`src/rtl/store_trace_fifo.sv`:
```
// Circular trace buffer; a push into a full buffer overwrites the
// oldest entry and sets the sticky overflow flag.
module store_trace_fifo #(
  parameter int DEPTH = 8,
  parameter int WIDTH = 64
) (
  input  logic             clk,
  input  logic             reset,
  input  logic             push,
  input  logic [WIDTH-1:0] din,
  input  logic             pop_req,
  output logic             valid,
  output logic [WIDTH-1:0] dout,
  output logic             overflow
);

  localparam int AW = $clog2(DEPTH);

  logic [WIDTH-1:0] mem [DEPTH];
  logic [AW-1:0]    wptr;
  logic [AW-1:0]    rptr;
  logic [AW:0]      count;
  logic             full;
  logic             pop;
  logic             drop;

  assign full  = (count == (AW+1)'(DEPTH));
  assign valid = (count != '0);
  assign pop   = pop_req && valid;
  assign drop  = push && full && !pop;
  assign dout  = valid ? mem[rptr] : '0;

  always_ff @(posedge clk) begin
    if (push)
      mem[wptr] <= din;
  end

  always_ff @(posedge clk) begin
    if (reset) begin
      wptr     <= '0;
      rptr     <= '0;
      count    <= '0;
      overflow <= 1'b0;
    end else begin
      if (push)
        wptr <= wptr + 1'b1;
      if (pop || drop)
        rptr <= rptr + 1'b1;
      if (drop)
        overflow <= 1'b1;
      if (push && !pop && !full)
        count <= count + 1'b1;
      else if (pop && !push)
        count <= count - 1'b1;
    end
  end

endmodule

```
`config.mk`:
```
export PLATFORM = sky130hd
export DESIGN_NAME = store_trace_fifo
export DESIGN_NICKNAME = d
export VERILOG_FILES = /design/src/rtl/store_trace_fifo.sv
export SDC_FILE = /design/constraint.sdc
export NUM_CORES = 1
export LEC_CHECK = 0
export BUFFER_PORTS_ARGS = -buffer_cell sky130_fd_sc_hd__buf_2
export CAP_MARGIN = 30
export CORE_AREA = 3 3 205 207
export CTS_CLUSTER_SIZE = 8
export DETAILED_ROUTE_END_ITERATION = 6
export DIE_AREA = 0 0 208 210
export PLACE_DENSITY_LB_ADDON = 0.1
export SYNTH_ARGS = -nofsm -noshare
export SYNTH_HDL_FRONTEND = slang
export SYNTH_SLANG_ARGS = --single-unit
```
`constraint.sdc`:
```
create_clock -name clk -period 15.4 [get_ports clk]
set_input_delay 1.54 -clock clk [delete_from_list [all_inputs] [get_ports clk]]
set_output_delay 1.54 -clock clk [all_outputs]
set_load 0.01 [all_outputs]
```
-- Yosys cells after proc, flatten, opt, wreduce, memory -nomap -nowiden
Memories as Yosys holds them, arrays and structs flattened. A register that Yosys moved wholly into a read port is not among the register bits.
Index checks and enable logic that the tools add are counted.
- logic and storage cells: 29
- bits in registers: 11
- RAM bits: 512
- output and inout bits: 66
- memories kept: 1
- input bits: 68
- add/subtract/negate cells: 4
- reductions and logical operators: 12
- muxes and demuxes: 7
- eq/ne operators: 1
- memory list (name ; words ; width ; rd ports ; clocked after Yosys merged registers in ; write ports ; line ; RTL):
    mem ; 8 ; 64 ; 1 ; 1 ; 1 ; 19 ; logic [WIDTH-1:0] mem [DEPTH];
- operator list (cell ; number):
    $mux W64 ; 1
    $mux W4 ; 2
    $add A3 B1 Y3 const B ; 2
    $logic_and A1 B1 Y1 ; 6
    $mux W3 ; 2
    $add A4 B1 Y4 const B ; 1
    $eq A4 B4 Y1 const B ; 1
    $reduce_bool A4 Y1 ; 1
    $sub A4 B1 Y4 const B ; 1
    $logic_not A1 Y1 ; 3
    $mux W1 ; 2
    $reduce_bool A2 Y1 ; 1
    $logic_or A1 B1 Y1 ; 1

-- Depth between registers and ports, before layout
- depth after elaboration: 7
- gate-level depth with buffers: 8

-- Worst setup path before layout
OpenSTA, ideal clock, no wires.
- path kind: input port to flip-flop
- start: input port push
- end: memory mem[0][0], enable pin
- path slack: 8495 ps
- data required time: 14835 ps
- stages: 3
- data arrival time: 6340 ps
- cells stage by stage: buf_1 > nand2b_1 > nor3_1
- longest elaborated chain between the ends: 2
- ends and longest elaborated chain (item ; line ; RTL):
    from (decl) ; 9 ; input logic push,
    $mux W1 ; 34 ; if (push)
    $mux W1 (not written as such) ; 35 ; mem[wptr] <= din;
    to (decl) ; 19 ;
No other way between the ends.

==> results.md <==
* Fin area at 0.02362 mm^2
* GRT Residual Overflow at 0
* Worst setup SP type: flip-flop
* Distinct cells, synth at 33
* Starting Density at 0.4945
* LEAKAGE at 7.615 nW
* Slew margin rel. at 0.3931
* Final worst-path setup slack at between 9 and 10 ns
* Number of fill cells at between 2000 and 3000
* Tcrit/Tclk final at 0.3553
* Family with the most delay on the worst path: buffers and inverters
* Pre-Repair DR Iteration Count at 6
* Ys async rst share at 0
* DRT iter0 DRCs at 720
* Peak VDD IR at around 0.00014 V
* Final setup violation count at 0
* Ys flop type: edfxtp_1
* Sequential-to-total area share from yosys stat at 0.7806
* # diodes at 0
* Final HPWL DP at ~22000 um
* Gpl congestion at between 0.6 and 0.7
* Die width at 208 um
* Switching share of power at 0.2661
* Initial antenna violation count at 6
* Syn nets at between 900 and 1000
* H-tree depth at 3
* Number of global-route vias before repair at 9744
* Sequential share of power at 0.419
* Synth Register Bits at 526
* Critical Path Slowest Stage Cell: buf_4
* Antenna-violating nets left at 0
* Least-Margin Pin Slew at a little over 0.9 ns
* Wire length per cell at 24.73 um
* Final core utilization at 0.5824
* Root Buffer: clkbuf_16
* Critical path data required time at around 14 ns
* Input/output buffers at between 100 and 150
* # Max-Cap Violations at 0
* Fin Hold WS at between 0.4 and 0.5 ns
* Largest net degree at the start of global routing at 66
* Clock power frac at 0.362
* Crit-path cells: buf_4, buf_4, mux4_2, mux2i_1, nor2_1, buf_2
* Cts bufs inserted at 75
* Hold Path Class: reg -> reg
* WL final at between 40000 and 50000 um
* Reg clk slew, reported paths at ~0.05 ns
* Die height at between 200 and 250 um
* CP most frequent cell: buf_4
* Crit path max fanout at 45
* Cells after Synth at a little under 900
* Post-Layout Cell Count at around 1600
* CP endpoint kind: primary output
* Drt drc at 0
* Run status: finished, final reports clean
* Crit path kind: reg -> out
* First-pass GRT wire length at roughly 62000 um
* Max-slew violation count at 0
* Post-synth EDFFs at between 500 and 600
* TritonCTS Sinks at 526
* Row cnt at 74
* Cells after DPL at about 1500
* Post-Synthesis Cell Area at 0.02006 mm^2
* Area grow syn2layout at 17.77%
* Int Pwr at about 2.9 mW
* Largest stage delay, worst path at 0.84 ns
* Logic gate share of total power at 0.220
* CTS resizes at 0
* CTS tree: done
* Placed Area at about 0.022 mm^2
* Post-CTS Setup Repair Bufs at 0
* GRT Total Usage at 0.1890
* DR vias/cell at between 5 and 6
* Top Ports at roughly 130
* Final Total Pwr at about 4.0 mW
* Setup TNS at 0 ns
* Pwr Density at ~170 mW/mm^2
* Share of post-route cells with drive strength above 1 at 0.3451
* Die ar. at between 0.04 and 0.05 mm^2
* Fin. Hold Viols at 0
* Clock Path Buffers at 3
* Clock latency on the worst-skew pair at around 0.57 ns
* Via count at slightly above 9000
* Clock Skew at roughly 0.027 ns
* Core area at roughly 0.04 mm^2
* CTS Hold Buffers Added at 0
* Fin nets at 1155
* Dpl ws at around 10 ns
* Minimum clock period at approximately 5.5 ns
* Psw at ~1.1 mW
* Crit path DAT at 3.93 ns
* Warnings, synthesis at 0
* CP bufs+invs at 3
* RSZ-0062 raised after global routing: no
* F_max at roughly 180 MHz
* Post-synthesis average cell area at approximately 22 um^2
==> cell usage after synthesis (2+ instances only) <==
cell type  count  area [um^2]
edfxtp_1     512        15370
inv_1          2        7.510
nand2b_1       3        18.77
nor3_1         3        15.01
mux2i_1       68        680.7
nand2_1        4        15.01
dfxtp_1       14        280.3
ha_1           4        50.05
nand3_1        4        20.02
a21oi_1        2        10.01
mux4_2       128         2883
nor2_1        83        311.6
o211ai_1       2        15.01
xor2_1         5        43.79
clkbuf_1      21        78.83
buf_2         15        75.07
buf_1          7        26.28
==> cell usage in the layout, fill, tap and decap left out, types with 2 or more instances in the layout <==
master	instances
nand2_1	4
a21oi_1	2
buf_4	17
clkbuf_1	15
buf_16	6
nor3_2	2
xor2_1	5
buf_2	133
dfxtp_4	3
inv_1	2
clkbuf_16	79
o211ai_1	2
edfxtp_1	512
dfxtp_1	11
ha_1	4
mux2i_1	68
nor2_4	6
nand3_1	4
nand2b_1	3
nor2_1	77
mux4_2	128
==> sequential cells by signal (all words and copies together), names as in the netlist, named ones only <==
name	count
mem	512
count	4
rptr	3
wptr	3
overflow	1
==> power groups by stage <==
stage          Clock, mW  Sequential, mW  Combinational (mW)
2_1_floorplan          0            1.66               0.597
3_3_place_gp           0            1.71               0.876
3_5_place_dp           0            1.69               0.896
4_1_cts             1.48            1.67               0.898
5_1_grt             1.54            1.67               0.957
6_report            1.44            1.67               0.874
==> cell type report <==
class / instances / area (um^2) / area share
clock buffer: 94 / 2033 / 0.08608
multi-input combinational: 320 / 4255 / 0.1802
tap: 532 / 665.6 / 0.02818
clock inverter: 2 / 12.51 / 0.0005297
sequential: 526 / 15670 / 0.6633
inverter: 2 / 7.507 / 0.0003178
timing repair buffer: 157 / 978.4 / 0.04143
==> layer usage <==
layer  up-vias  GRT usage  wire length, um  part of all wire
met2       242     0.3035            19900              0.49
met5         -          0               69            0.0017
met1      4913     0.2669            17380              0.43
li1       4067          -                -                 -
met3        66    0.04584             2312             0.057
met4        12    0.04836              716             0.018
==> worst paths after layout <==
path | from | endpoint | slack [ns] | depth (start not counted)
hold / removal | overflow$_SDFFE_PP0P_ | overflow$_SDFFE_PP0P_ | 0.47 | 2
setup / recovery | flip-flop | dout[57] | 9.93 | 6
hold reg to reg | overflow$_SDFFE_PP0P_ | overflow$_SDFFE_PP0P_ | 0.47 | 2
setup reg to reg | wptr[2]$_SDFFE_PP0P_ | mem[4][11]$_DFFE_PP_ | 12.68 | 4
==> worst min-delay path: cells and delay by family, from the launching register on <==
kind	cells	cell delay, ns
flip-flops	1	0.32
AND/OR/NAND/NOR	1	0.07
AO/OA/AOI/OAI	1	0.04
==> cells by family after synthesis <==
| family | count (synthesis) | share of synthesized area |
|---|---|---|
| flip-flops | 526 | 0.7806 |
| multiplexers | 197 | 0.1782 |
| AND/OR/NAND/NOR | 103 | 0.02152 |
| buffers and inverters | 47 | 0.01029 |
| AO/OA/AOI/OAI | 9 | 0.003244 |
| XOR/XNOR | 6 | 0.002620 |
| adder cells (fa/ha/maj) | 5 | 0.003494 |
(Power assumes the default switching activity.)
